**config.mk**
```make
export PLATFORM = sky130hd
export DESIGN_NAME = mm_tile_core
export DESIGN_NICKNAME = d
export VERILOG_FILES = /design/src/rtl/mm_tile_pkg.sv /design/src/rtl/mm_tile_mac.sv /design/src/rtl/mm_tile_core.sv
export SDC_FILE = /design/constraint.sdc
export NUM_CORES = 1
export LEC_CHECK = 0
export CAP_MARGIN = 20
export CORE_MARGIN = 5
export CORE_UTILIZATION = 44
export CTS_CLUSTER_DIAMETER = 200
export DETAILED_ROUTE_END_ITERATION = 10
export PLACE_DENSITY = 0.65
export SYNTH_ARGS = -nofsm -noshare
export SYNTH_HDL_FRONTEND = slang
export SYNTH_SLANG_ARGS = --single-unit
```
**constraint.sdc**
```tcl
create_clock -name clk -period 11.8 [get_ports clk]
set_clock_uncertainty 0.2 [all_clocks]
set_input_delay 1.18 -clock clk [delete_from_list [all_inputs] [get_ports clk]]
set_output_delay 1.18 -clock clk [all_outputs]
set_load 0.01 [all_outputs]
```
**src/rtl/mm_tile_pkg.sv**
```systemverilog
// Shared state type, default parameters and the saturating-add helper for mm_tile_core.
// sat_add is referenced only when MM_TILE_SATURATE_EN is defined.
package mm_tile_pkg;

   localparam int TILE_DEF   = 2;
   localparam int ELEM_W_DEF = 8;
   localparam int ACC_W_DEF  = 32;
   localparam int SIZE_W_DEF = 17;

   typedef enum logic [1:0] {
      IDLE  = 2'd0,
      ACCUM = 2'd1,
      DRAIN = 2'd2
   } mm_state_t;

   // Exact sum of two sign-extended operands, clamped to the signed range of a w-bit word (w <= 63).
   function automatic logic signed [63:0] sat_add(input logic signed [63:0] x,
                                                  input logic signed [63:0] y,
                                                  input int w);
      logic signed [63:0] sum;
      logic signed [63:0] hi;
      logic signed [63:0] lo;
      sum = x + y;
      hi  = (64'sd1 <<< (w - 1)) - 64'sd1;
      lo  = -(64'sd1 <<< (w - 1));
      if (sum > hi) return hi;
      if (sum < lo) return lo;
      return sum;
   endfunction

endpackage

```
**src/rtl/mm_tile_mac.sv**
```systemverilog
// One accumulator cell: signed multiply, sign-extend, accumulate with overflow flag.
// Wraps by default; clamps to the signed ACC_W range when MM_TILE_SATURATE_EN is defined.
module mm_tile_mac
   import mm_tile_pkg::*;
#(
   parameter int ELEM_W = ELEM_W_DEF,
   parameter int ACC_W  = ACC_W_DEF
) (
   input  logic                     clk,
   input  logic                     reset,
   input  logic                     clear,
   input  logic                     en,
   input  logic signed [ELEM_W-1:0] a,
   input  logic signed [ELEM_W-1:0] b,
   output logic signed [ACC_W-1:0]  acc,
   output logic                     ovf
);

   logic signed [2*ELEM_W-1:0] prod;
   logic signed [ACC_W-1:0]    prod_ext;
   logic signed [ACC_W-1:0]    sum_wrap;
   logic signed [ACC_W-1:0]    acc_next;
   logic                       ovf_raw;

   // Overflow is only possible when both addends share a sign and the wrapped sum does not.
   always_comb begin
      prod     = a * b;
      prod_ext = ACC_W'(prod);
      sum_wrap = acc + prod_ext;
      ovf_raw  = (acc[ACC_W-1] == prod_ext[ACC_W-1]) && (sum_wrap[ACC_W-1] != acc[ACC_W-1]);
`ifdef MM_TILE_SATURATE_EN
      acc_next = ACC_W'(sat_add(64'(acc), 64'(prod_ext), ACC_W));
`else
      acc_next = sum_wrap;
`endif
   end

   assign ovf = en & ovf_raw;

   always_ff @(posedge clk) begin
      if (reset || clear) begin
         acc <= '0;
      end else if (en) begin
         acc <= acc_next;
      end
   end

endmodule

```
**src/rtl/mm_tile_core.sv**
```systemverilog
// TILE x TILE outer-product matrix multiply core with row-by-row handshaked drain.
// Define MM_TILE_SATURATE_EN to make every accumulator saturate instead of wrap.
module mm_tile_core
   import mm_tile_pkg::*;
#(
   parameter int TILE   = TILE_DEF,
   parameter int ELEM_W = ELEM_W_DEF,
   parameter int ACC_W  = ACC_W_DEF,
   parameter int SIZE_W = SIZE_W_DEF
) (
   input  logic                                     clk,
   input  logic                                     reset,
   input  logic                                     start,
   input  logic [SIZE_W-1:0]                        size,
   input  logic [TILE*ELEM_W-1:0]                   inA,
   input  logic [TILE*ELEM_W-1:0]                   inB,
   input  logic                                     in_valid,
   output logic                                     in_ready,
   output logic                                     out_valid,
   input  logic                                     out_ready,
   output logic [((TILE > 1) ? $clog2(TILE) : 1)-1:0] out_row,
   output logic [TILE*ACC_W-1:0]                    C_row,
   output logic                                     busy,
   output logic                                     done,
   output logic                                     ovf
);

   localparam int ROW_W = (TILE > 1) ? $clog2(TILE) : 1;

   if (ACC_W < 2*ELEM_W || ACC_W > 63) begin : g_bad_acc_w
      $error("mm_tile_core: ACC_W must be at least 2*ELEM_W and at most 63");
   end

   mm_state_t                               state;
   logic [SIZE_W-1:0]                       size_q;
   logic [SIZE_W-1:0]                       beat_cnt;
   logic                                    beat;
   logic                                    acc_clear;
   logic [TILE-1:0][TILE-1:0][ACC_W-1:0]    acc_arr;
   logic [TILE*TILE-1:0]                    mac_ovf;

   assign beat      = (state == ACCUM) && in_valid;
   assign acc_clear = (state == IDLE) && start;
   assign in_ready  = (state == ACCUM);
   assign out_valid = (state == DRAIN);
   assign busy      = (state != IDLE);
   assign C_row     = out_valid ? acc_arr[out_row] : '0;

   for (genvar i = 0; i < TILE; i++) begin : g_row
      for (genvar j = 0; j < TILE; j++) begin : g_col
         mm_tile_mac #(
            .ELEM_W (ELEM_W),
            .ACC_W  (ACC_W)
         ) u_mac (
            .clk   (clk),
            .reset (reset),
            .clear (acc_clear),
            .en    (beat),
            .a     (inA[i*ELEM_W +: ELEM_W]),
            .b     (inB[j*ELEM_W +: ELEM_W]),
            .acc   (acc_arr[i][j]),
            .ovf   (mac_ovf[i*TILE + j])
         );
      end
   end

   // The last beat of a job and the last row handshake both change state on their own edge.
   always_ff @(posedge clk) begin
      if (reset) begin
         state    <= IDLE;
         size_q   <= '0;
         beat_cnt <= '0;
         out_row  <= '0;
         done     <= 1'b0;
         ovf      <= 1'b0;
      end else begin
         done <= 1'b0;
         case (state)
            IDLE: begin
               if (start) begin
                  size_q   <= size;
                  beat_cnt <= '0;
                  out_row  <= '0;
                  ovf      <= 1'b0;
                  state    <= (size == '0) ? DRAIN : ACCUM;
               end
            end
            ACCUM: begin
               if (beat) begin
                  beat_cnt <= beat_cnt + 1'b1;
                  if (|mac_ovf) begin
                     ovf <= 1'b1;
                  end
                  if ((beat_cnt + 1'b1) == size_q) begin
                     state <= DRAIN;
                  end
               end
            end
            DRAIN: begin
               if (out_ready) begin
                  if (out_row == ROW_W'(TILE - 1)) begin
                     out_row <= '0;
                     done    <= 1'b1;
                     state   <= IDLE;
                  end else begin
                     out_row <= out_row + 1'b1;
                  end
               end
            end
            default: state <= IDLE;
         endcase
      end
   end

endmodule
```
Word-level counts from Yosys, hierarchy flattened
Cells that the tools add are included. W data, S select, Z words.

Register bits: 167. Input port bits: 54. Output and inout port bits: 70. Word-level logic and storage cells: 84.

Add/sub/neg operators: 6. Multipliers: 4. Order comparisons: 1. Eq/ne operators: 17. Multiplexer cells: 21. Bitwise gates (word level): 6. Reductions and logical operators: 19.

Operators by type and width (number): $mux W64 (3); $add A32 B16 Y32 (4); $mul A8 B8 Y16 (4); $mux W17 (2); $pmux W17 S2 (1); $add A17 B1 Y17 const B (1); $eq A17 B17 Y1 (1); $logic_not A17 Y1 (1); $mux W2 (6); $ne A2 B1 Y1 const B (5); $logic_and A1 B1 Y1 (6); $mux W1 (6); $pmux W2 S3 (1); $reduce_and A3 Y1 (2); $reduce_bool A2 Y1 (3); $reduce_and A5 Y1 (1); $and A1 B1 Y1 (4); $eq A1 B1 Y1 (4); $ne A1 B1 Y1 (4); $pmux W1 S2 (2); $reduce_and A4 Y1 (1); $reduce_or A4 Y1 (1); $reduce_or A3 Y1 (1); $eq A2 B1 Y1 const B (1); 8 further kinds (9).

Longest topological paths before layout
Gate-level depths: netlist (run 1).

Depth in word-level cells: 9. Depth in mapped cells: 32. Mapped depth without buffers: 31.

Cells and area by module
Synthesis (run 1) repeated with hierarchy kept, for this count alone.

Cell total of the unflattened synthesis: 2910. Area total of the unflattened synthesis: 24273.3 µm².

By module, submodules not included: mm_tile_mac at g_row[1].g_col[1].u_mac (times used 1, cells each 637, area each 5338.9 µm², sequential area each 640.6 µm²); mm_tile_mac at g_row[0].g_col[0].u_mac (times used 1, cells each 604, area each 5298.8 µm², sequential area each 640.6 µm²); mm_tile_mac at g_row[1].g_col[0].u_mac (times used 1, cells each 636, area each 5280.1 µm², sequential area each 640.6 µm²); mm_tile_mac at g_row[0].g_col[1].u_mac (times used 1, cells each 606, area each 5210.0 µm², sequential area each 640.6 µm²); mm_tile_core (times used 1, cells each 427, area each 3145.5 µm², sequential area each 780.7 µm²).

Worst setup path before layout (run 1)
No wires, ideal clock.

Path type: input to register. Start: input inB[10]. End: register g_row[1].g_col[1].u_mac.acc[31]. Setup time: 0.070 ns. Arrival time: 8.131 ns. Required time: 11.530 ns. Path slack: 3.398 ns. Stages: 25. Path buffers: 1. Path through: clkbuf_1 -> nand2_1 -> fa_1 -> fa_1 -> inv_1 -> fa_1 -> inv_1 -> fa_1 -> inv_1 -> ha_1 -> a21o_1 -> a221oi_1 -> a21oi_1 -> xnor2_1 -> ha_1 -> a211oi_1 -> nor2_1 -> o311ai_1 -> o221ai_1 -> o41a_1 -> a211o_1 -> a21oi_1 -> xor2_1 -> or3_1 -> a21oi_1.

Longest elaborated chain between the ends: 2.

Ends and longest elaborated chain: start, declared (line mm_tile_core.sv:16) `input logic [TILE*ELEM_W-1:0] inB,`; $mul A8 B8 Y16 (line mm_tile_mac.sv:27) `prod = a * b;`; $add A32 B16 Y32 (line mm_tile_mac.sv:29) `sum_wrap = acc + prod_ext;`; end signal, assigned (line mm_tile_mac.sv:44) `acc <= acc_next;`; end, declared (line mm_tile_mac.sv:15) `output logic signed [ACC_W-1:0] acc,`.

No other way between the ends. A chain may end at the register's enable or synchronous reset.

Final worst setup path (run 1)
Start: input inA[5]. End: register ovf.

Longest elaborated chain between the ends: 8. Elaborated cells on any way between the ends: 15. Those cells by class: add/sub: 2; mul: 2; eq/ne: 5; bitwise: 2; reduce/logical: 4.

Ends and longest elaborated chain: start, declared (line mm_tile_core.sv:15) `input logic [TILE*ELEM_W-1:0] inA,`; $mul A8 B8 Y16 (line mm_tile_mac.sv:27); $add A32 B16 Y32 (line mm_tile_mac.sv:29); $ne A1 B1 Y1 (line mm_tile_mac.sv:30) `ovf_raw = (acc[ACC_W-1] == prod_ext[ACC_W-1]) && (sum_wrap[ACC_W-1] != acc[ACC_W-1]);`; $logic_and A1 B1 Y1 (line mm_tile_mac.sv:30); $and A1 B1 Y1 (line mm_tile_mac.sv:38) `assign ovf = en & ovf_raw;`; $reduce_or A4 Y1 (*) (line mm_tile_core.sv:91) `if (|mac_ovf) begin`; $ne A2 B1 Y1 (no line) (*); $reduce_and A4 Y1 (no line) (*); end signal, assigned (line mm_tile_core.sv:75) `ovf <= 1'b0;`; end signal, assigned (line mm_tile_core.sv:84) `ovf <= 1'b0;`; end signal, assigned (line mm_tile_core.sv:92) `ovf <= 1'b1;`; end, declared (line mm_tile_core.sv:25) `output logic ovf`.

Every way passes the cells marked *; elsewhere a longest branch is shown, timed or not.

==> impl_results.md, run 1 <==
- Clk_lat worst skew: 0.46 ns
- Register area share after synthesis: 0.145
- M1 wire length: 26500 µm
- CTS sink cnt: 167
- DP HPWL: 45400 µm
- H-tree Lvls: 4
- WL/cell: 16.2 µm
- Cell accounting for the most synthesized area: fa_1
- Port Buffers: 123
- Setup_tns: 0 ns
- Sw frac: 0.539
- Fmax: 0.113 GHz
- Final Max Tran Viols: 0
- CTS clk-pin slew, worst paths: 0.08 ns
- Slowest stage cell, crit path: clkdlybuf4s50_1
- Slew HR: 0.293
- Layout cells sized above 1: 0.0266
- Detail Route Antenna Nets: 0
- Largest net degree at the start of global routing: 80
- Initial antenna violation count: 1
- Hold Crit Class: reg -> reg
- CTS hold repair buffers: 0
- Register share of total power: 0.090
- Worst vdd ir: 0.172 mV
- Io pins: 124
- CTS buffer count: 17
- Combinational share of power: 0.836
- Max incr delay on CP: 0.73 ns
- Maxcap violations: 0
- DRC violation count after routing: 0
- Tmin final: 8.83 ns
- Post-synth ARST share: 0
- Root buf cell: clkbuf_16
- Distinct cells, synth: 74
- Starting DRT DRC Count: 1229
- Flops & latches, synth: 167
- RD Place Congestion: 0.926
- Status: finished, final reports clean
- Number of global-route vias before repair: 19800
- Drt via density: 5.40
- Synth Net Count: 3388
- Unrepaired setup endpoints after global routing: false
- Global-route wire length before repair: 96800 µm
- Core area: 52300 µm²
- Pwr per Cell Area: 301 nW/µm²
- DR top layer: met4
- Drt total wl: 58500 µm
- CP required: 11.92 ns
- Core Util, Final: 0.488
- Final Power: 7.69 mW
- Die H: 239 µm
- DIE AREA: 57200 µm²
- Critical Path AT: 8.95 ns
- Worst-case clock buffer depth: 2
- Met2 WL post-DR: 28700 µm
- Top cells by area, synth: fa_1 (19%), dfxtp_1 (14%), ha_1 (13%), inv_1 (5.8%), a21oi_1 (5.3%)
- Tcrit/Tclk final: 0.748
- Clk pwr share: 0.074
- First drt pass iteration count: 5
- Worst-Margin Slew: 1.06 ns
- Vias: 19600
- Critical R2R Launch: g_row[1].g_col[0].u_mac.acc[0]
- Kind of critical path: in -> reg
- Synthesized area: 23100 µm²
- Synth top area share: 0.194
- Routed wl met3: 2190 µm
- Final net count: 3436
- Row Count: 84
- CTS tree: yes
- Cell internal pwr: 3.55 mW
- Overall Global Routing Usage: 0.202
- Setup bufs post-CTS: 0
- Post-CTS Resized: 0
- Fin. Hold Viols: 0
- Cells after Synth: 2869
- Synthesis Warnings: 0
- Die W: 239 µm
- Avg Inst Size Synth: 8.06 µm²
- Crit path launch type: input port
- Post-synth EDFFs: 0
- P_sw: 4.15 mW
- CP Max Fanout: 16
- Top_reg_cell synth: dfxtp_1
- Crit. End Element: register
- Finish-stage setup viols: 0
- Lkg Pwr: 11.4 nW
- Initial Util: 0.442
- HP Start: size_q[15]
- Grt ovf: 0
- Critical Path Start: inA[5]
- Area Growth Syn to Fin: 10.5%
==> sequential cells by signal (all words and copies together) (netlist names) <==
signal and count:
g_row.g_col.u_mac.acc 128, beat_cnt 17, out_row 1, size_q 17, state 2, ovf 1
done 1
==> metrics by stage <==
step / cell area (µm²) / cells / hold slack, ns / setup WS, ns
final: 25600 / 3619 / 0.273 / 2.97
after floorplan: 23100 / 2869 / 0.245 / 3.40
after global placement: 24900 / 3583 / 0.259 / 2.22
after CTS: 25500 / 3615 / 0.273 / 2.45
after detailed placement: 24900 / 3583 / 0.261 / 2.05
after global routing: 25600 / 3618 / 0.291 / 2.51
==> synthesized netlist by cell type, drive strengths merged, types with 5 or more instances <==
master	n
a211o	5
a211oi	36
a21o	59
a21oi	245
a221oi	6
a22oi	8
a31o	6
a31oi	11
and2	182
and3	14
buf	10
clkbuf	98
dfxtp	167
fa	224
ha	241
inv	359
mux2i	68
nand2	318
nand2b	22
nand3	46
nand4	17
nor2	188
nor2b	39
nor3	27
nor4	11
o211ai	10
o21a	29
o21ai	101
o21bai	25
or2	6
or3	25
xnor2	139
xor2	65
==> cell type report <==
class | instances | area, µm²
Inverter | 359 | 1350
Tap cell | 688 | 861
Clock inverter | 15 | 156
Timing Repair Buffer | 137 | 1350
Multi-Input combinational cell | 2235 | 18100
Sequential cell | 167 | 3350
Clock buffer | 17 | 425
Antenna cell | 1 | 2.50
Fill cell | 5044 | 26800
==> critical path: cells and delay by family <==
kind                     cells  cell delay (ns)
AO/OA/AOI/OAI               15             3.09
buffers and inverters        5             0.94
AND/OR/NAND/NOR              4             0.82
XOR/XNOR                     1             0.16
adder cells (fa/ha/maj)      6             2.75
==> power by group through the flow <==
stage / Sequential (mW) / Clock (mW) / Combinational, mW
final: 0.695 / 0.569 / 6.43
after global routing: 0.704 / 0.605 / 7.17
after CTS: 0.695 / 0.580 / 6.34
after detailed placement: 0.708 / 0 / 6.27
after global placement: 0.706 / 0 / 6.11
after floorplan: 0.681 / 0 / 4.95
==> worst paths after layout <==
check                               endpoint  slack [ns]  depth (start not counted)
min reg2reg                       size_q[15]        0.27                          2
max                                      ovf        2.97                         31
max reg2reg  g_row[1].g_col[0].u_mac.acc[30]        7.90                         12
min                               size_q[15]        0.27                          2
==> kinds of logic after synthesis <==
logic type	Yosys count	share of synthesized area
simple gates	905	0.188
xor+xnor	204	0.0773
compound gates	589	0.158
buf+inv	467	0.0761
fa+ha+maj	465	0.324
mux	72	0.0314
flops	167	0.145
==> metal layers <==
layer | vias up | track usage
li1 | 9600 | -
met1 | 9513 | 0.262
met2 | 361 | 0.360
met3 | 85 | 0.0281
met4 | 0 | 0.0436
met5 | - | 0
==> placed cells by master (no fill, tap or decap), types with 8 or more instances in the layout <==
master	instances
a211oi_1	36
a21o_1	59
a21oi_1	245
a22oi_1	8
a31oi_1	11
and2_1	181
and3_1	14
buf_4	12
clkbuf_16	17
clkdlybuf4s50_1	123
dfxtp_1	166
fa_1	224
ha_1	241
inv_1	359
mux2i_1	68
nand2_1	317
nand2b_1	20
nand3_1	46
nand4_1	17
nor2_1	188
nor2b_1	39
nor3_1	27
nor4_1	9
o211ai_1	10
o21a_1	29
o21ai_0	87
o21ai_1	14
o21bai_1	25
or3_1	25
xnor2_1	135
xor2_1	65
No activity file was read; power rests on OpenSTA's default activity.
==> inputs of run 2 (changes only) <==
==> constraint.sdc (replaced) <==
create_clock -name clk -period 9.15 [get_ports clk]
set_clock_uncertainty 0.2 [all_clocks]
set_input_delay 0.915 -clock clk [delete_from_list [all_inputs] [get_ports clk]]
set_output_delay 0.915 -clock clk [all_outputs]
set_load 0.01 [all_outputs]
==> run 2 against run 1 <==
  * Wire length increased by 1.4%
  * Sequential power increased by 30%
  * Critical path depth unchanged
  * First-iteration DRC count decreased by 0.81%
  * Via count about the same
  * Final cell count increased by 0.66%
  * Power increased by 29%
  * Combinational power increased by 28%
  * Sequential share of layout area decreased by 0.095 points
  * Sequential cell count unchanged
==> impl_results.md, run 2 (synthesis results as in run 1) <==
- Finish-stage setup viols: 0
- CP required: 9.31 ns
- Worst-case clock buffer depth: 2
- Pwr per Cell Area: 384 nW/µm²
- CTS tree: yes
- Commonest non-fill, non-tap cell in the layout: inv_1
- Inserted Diodes: 0
- Overall Global Routing Usage: 0.206
- Largest Register: g_row.g_col.u_mac.acc
- Die H: 239 µm
- Fin. Hold Viols: 0
- Final Max Tran Viols: 0
- Area Growth Syn to Fin: 11.3%
- Drt via density: 5.36
- Io pins: 124
- DIE AREA: 57200 µm²
- Initial antenna violation count: 0
- Final Non-Filler Cells: 3643
- Root buf cell: clkbuf_16
- Tcrit/Tclk final: 0.944
- Global-route wire length before repair: 98700 µm
- Largest net degree at the start of global routing: 71
- Core Util, Final: 0.492
- Max reg flops: 128
- DP HPWL: 46800 µm
- Tmin final: 8.64 ns
- Starting DRT DRC Count: 1219
- Filler instances: 4996
- Detail Route Antenna Nets: 0
- CP Max Fanout: 16
- Crit. End Element: register
- Fmax: 0.116 GHz
- Setup bufs post-CTS: 0
- CTS buffer count: 17
- Row Count: 84
- WL/cell: 16.3 µm
- Status: finished, final reports clean
- Post-CTS Resized: 0
- Max incr delay on CP: 0.74 ns
- Dpl ws: 0.258 ns
- CTS sink cnt: 167
- Unrepaired setup endpoints after global routing: false
- Worst setup margin: 0.510 ns
- DRC violation count after routing: 0
- Crit path launch type: input port
- Setup_tns: 0 ns
- Final Power: 9.89 mW
- Final net count: 3461
- Port Buffers: 123
- CTS hold repair buffers: 0
- Worst-Margin Slew: 0.827 ns
- Grt ovf: 0
- Kind of critical path: in -> reg
- Hold Crit Class: reg -> reg
- Most frequent cells in the layout: inv_1 (359), nand2_1 (317), a21oi_1 (245)
- H-tree Lvls: 4
- Die W: 239 µm
- Slowest stage cell, crit path: clkdlybuf4s50_1
- Core area: 52300 µm²
- Critical Path AT: 8.80 ns
- Largest registers: g_row.g_col.u_mac.acc x128, beat_cnt x17, size_q x17
- Lkg Pwr: 11.5 nW
- Slew HR: 0.449
- Drt total wl: 59400 µm
- Maxcap violations: 0
- Layout cells sized above 1: 0.0349
- Worst vdd ir: 0.231 mV
- Post-Place Cells: 3610
- Clk_lat worst skew: 0.46 ns
- RD Place Congestion: 0.919
- Vias: 19500
- Number of global-route vias before repair: 19900
- First drt pass iteration count: 5
- CTS clk-pin slew, worst paths: 0.08 ns
- Initial Util: 0.442
-- run 2: layout make-up --
cell class / instances / area [µm²] / area share
Clock buffer: 17 / 425 / 0.0165
Multi-Input combinational cell: 2235 / 18100 / 0.702
Clock inverter: 15 / 173 / 0.00671
Inverter: 359 / 1350 / 0.0523
Tap cell: 688 / 861 / 0.0334
Sequential cell: 167 / 3350 / 0.130
Timing Repair Buffer: 162 / 1520 / 0.0592
-- run 2: final timing paths --
kind	slack, ns	cells past startpoint	endpoint	from
setup / recovery	0.51	31	ovf	inB[8]
hold / removal	0.27	2	size_q[15]	size_q[15]
hold reg to reg	0.27	2	size_q[15]	size_q[15]
setup reg to reg	5.32	12	g_row[1].g_col[0].u_mac.acc[30]	g_row[1].g_col[0].u_mac.acc[0]
-- run 2: through the flow --
stage          instance area, µm²  hold slack (ns)
2_1_floorplan               23100            0.245
3_3_place_gp                25100            0.259
3_5_place_dp                25100            0.263
4_1_cts                     25700            0.275
5_1_grt                     25700            0.289
6_report                    25700            0.272
-- run 2: metal layers --
layer,vias to the layer above,wire length (µm),global-route usage
met5,-,0,0
met4,0,1230,0.0507
met3,83,1970,0.0235
met2,378,29200,0.361
met1,9419,27000,0.274
li1,9664,-,-
-- run 2: report_power, final --
group	switching [mW]	total, mW	leakage (nW)	internal [mW]
Clock	0.377	0.747	0.290	0.370
Sequential	0.0904	0.901	1.35	0.811
Combinational	4.87	8.25	9.89	3.37
-- run 2: critical path: cells and delay by family --
kind,cells,cell delay (ns)
AO/OA/AOI/OAI,15,3.34
XOR/XNOR,1,0.16
adder cells (fa/ha/maj),6,2.75
buffers and inverters,5,0.95
AND/OR/NAND/NOR,4,0.68
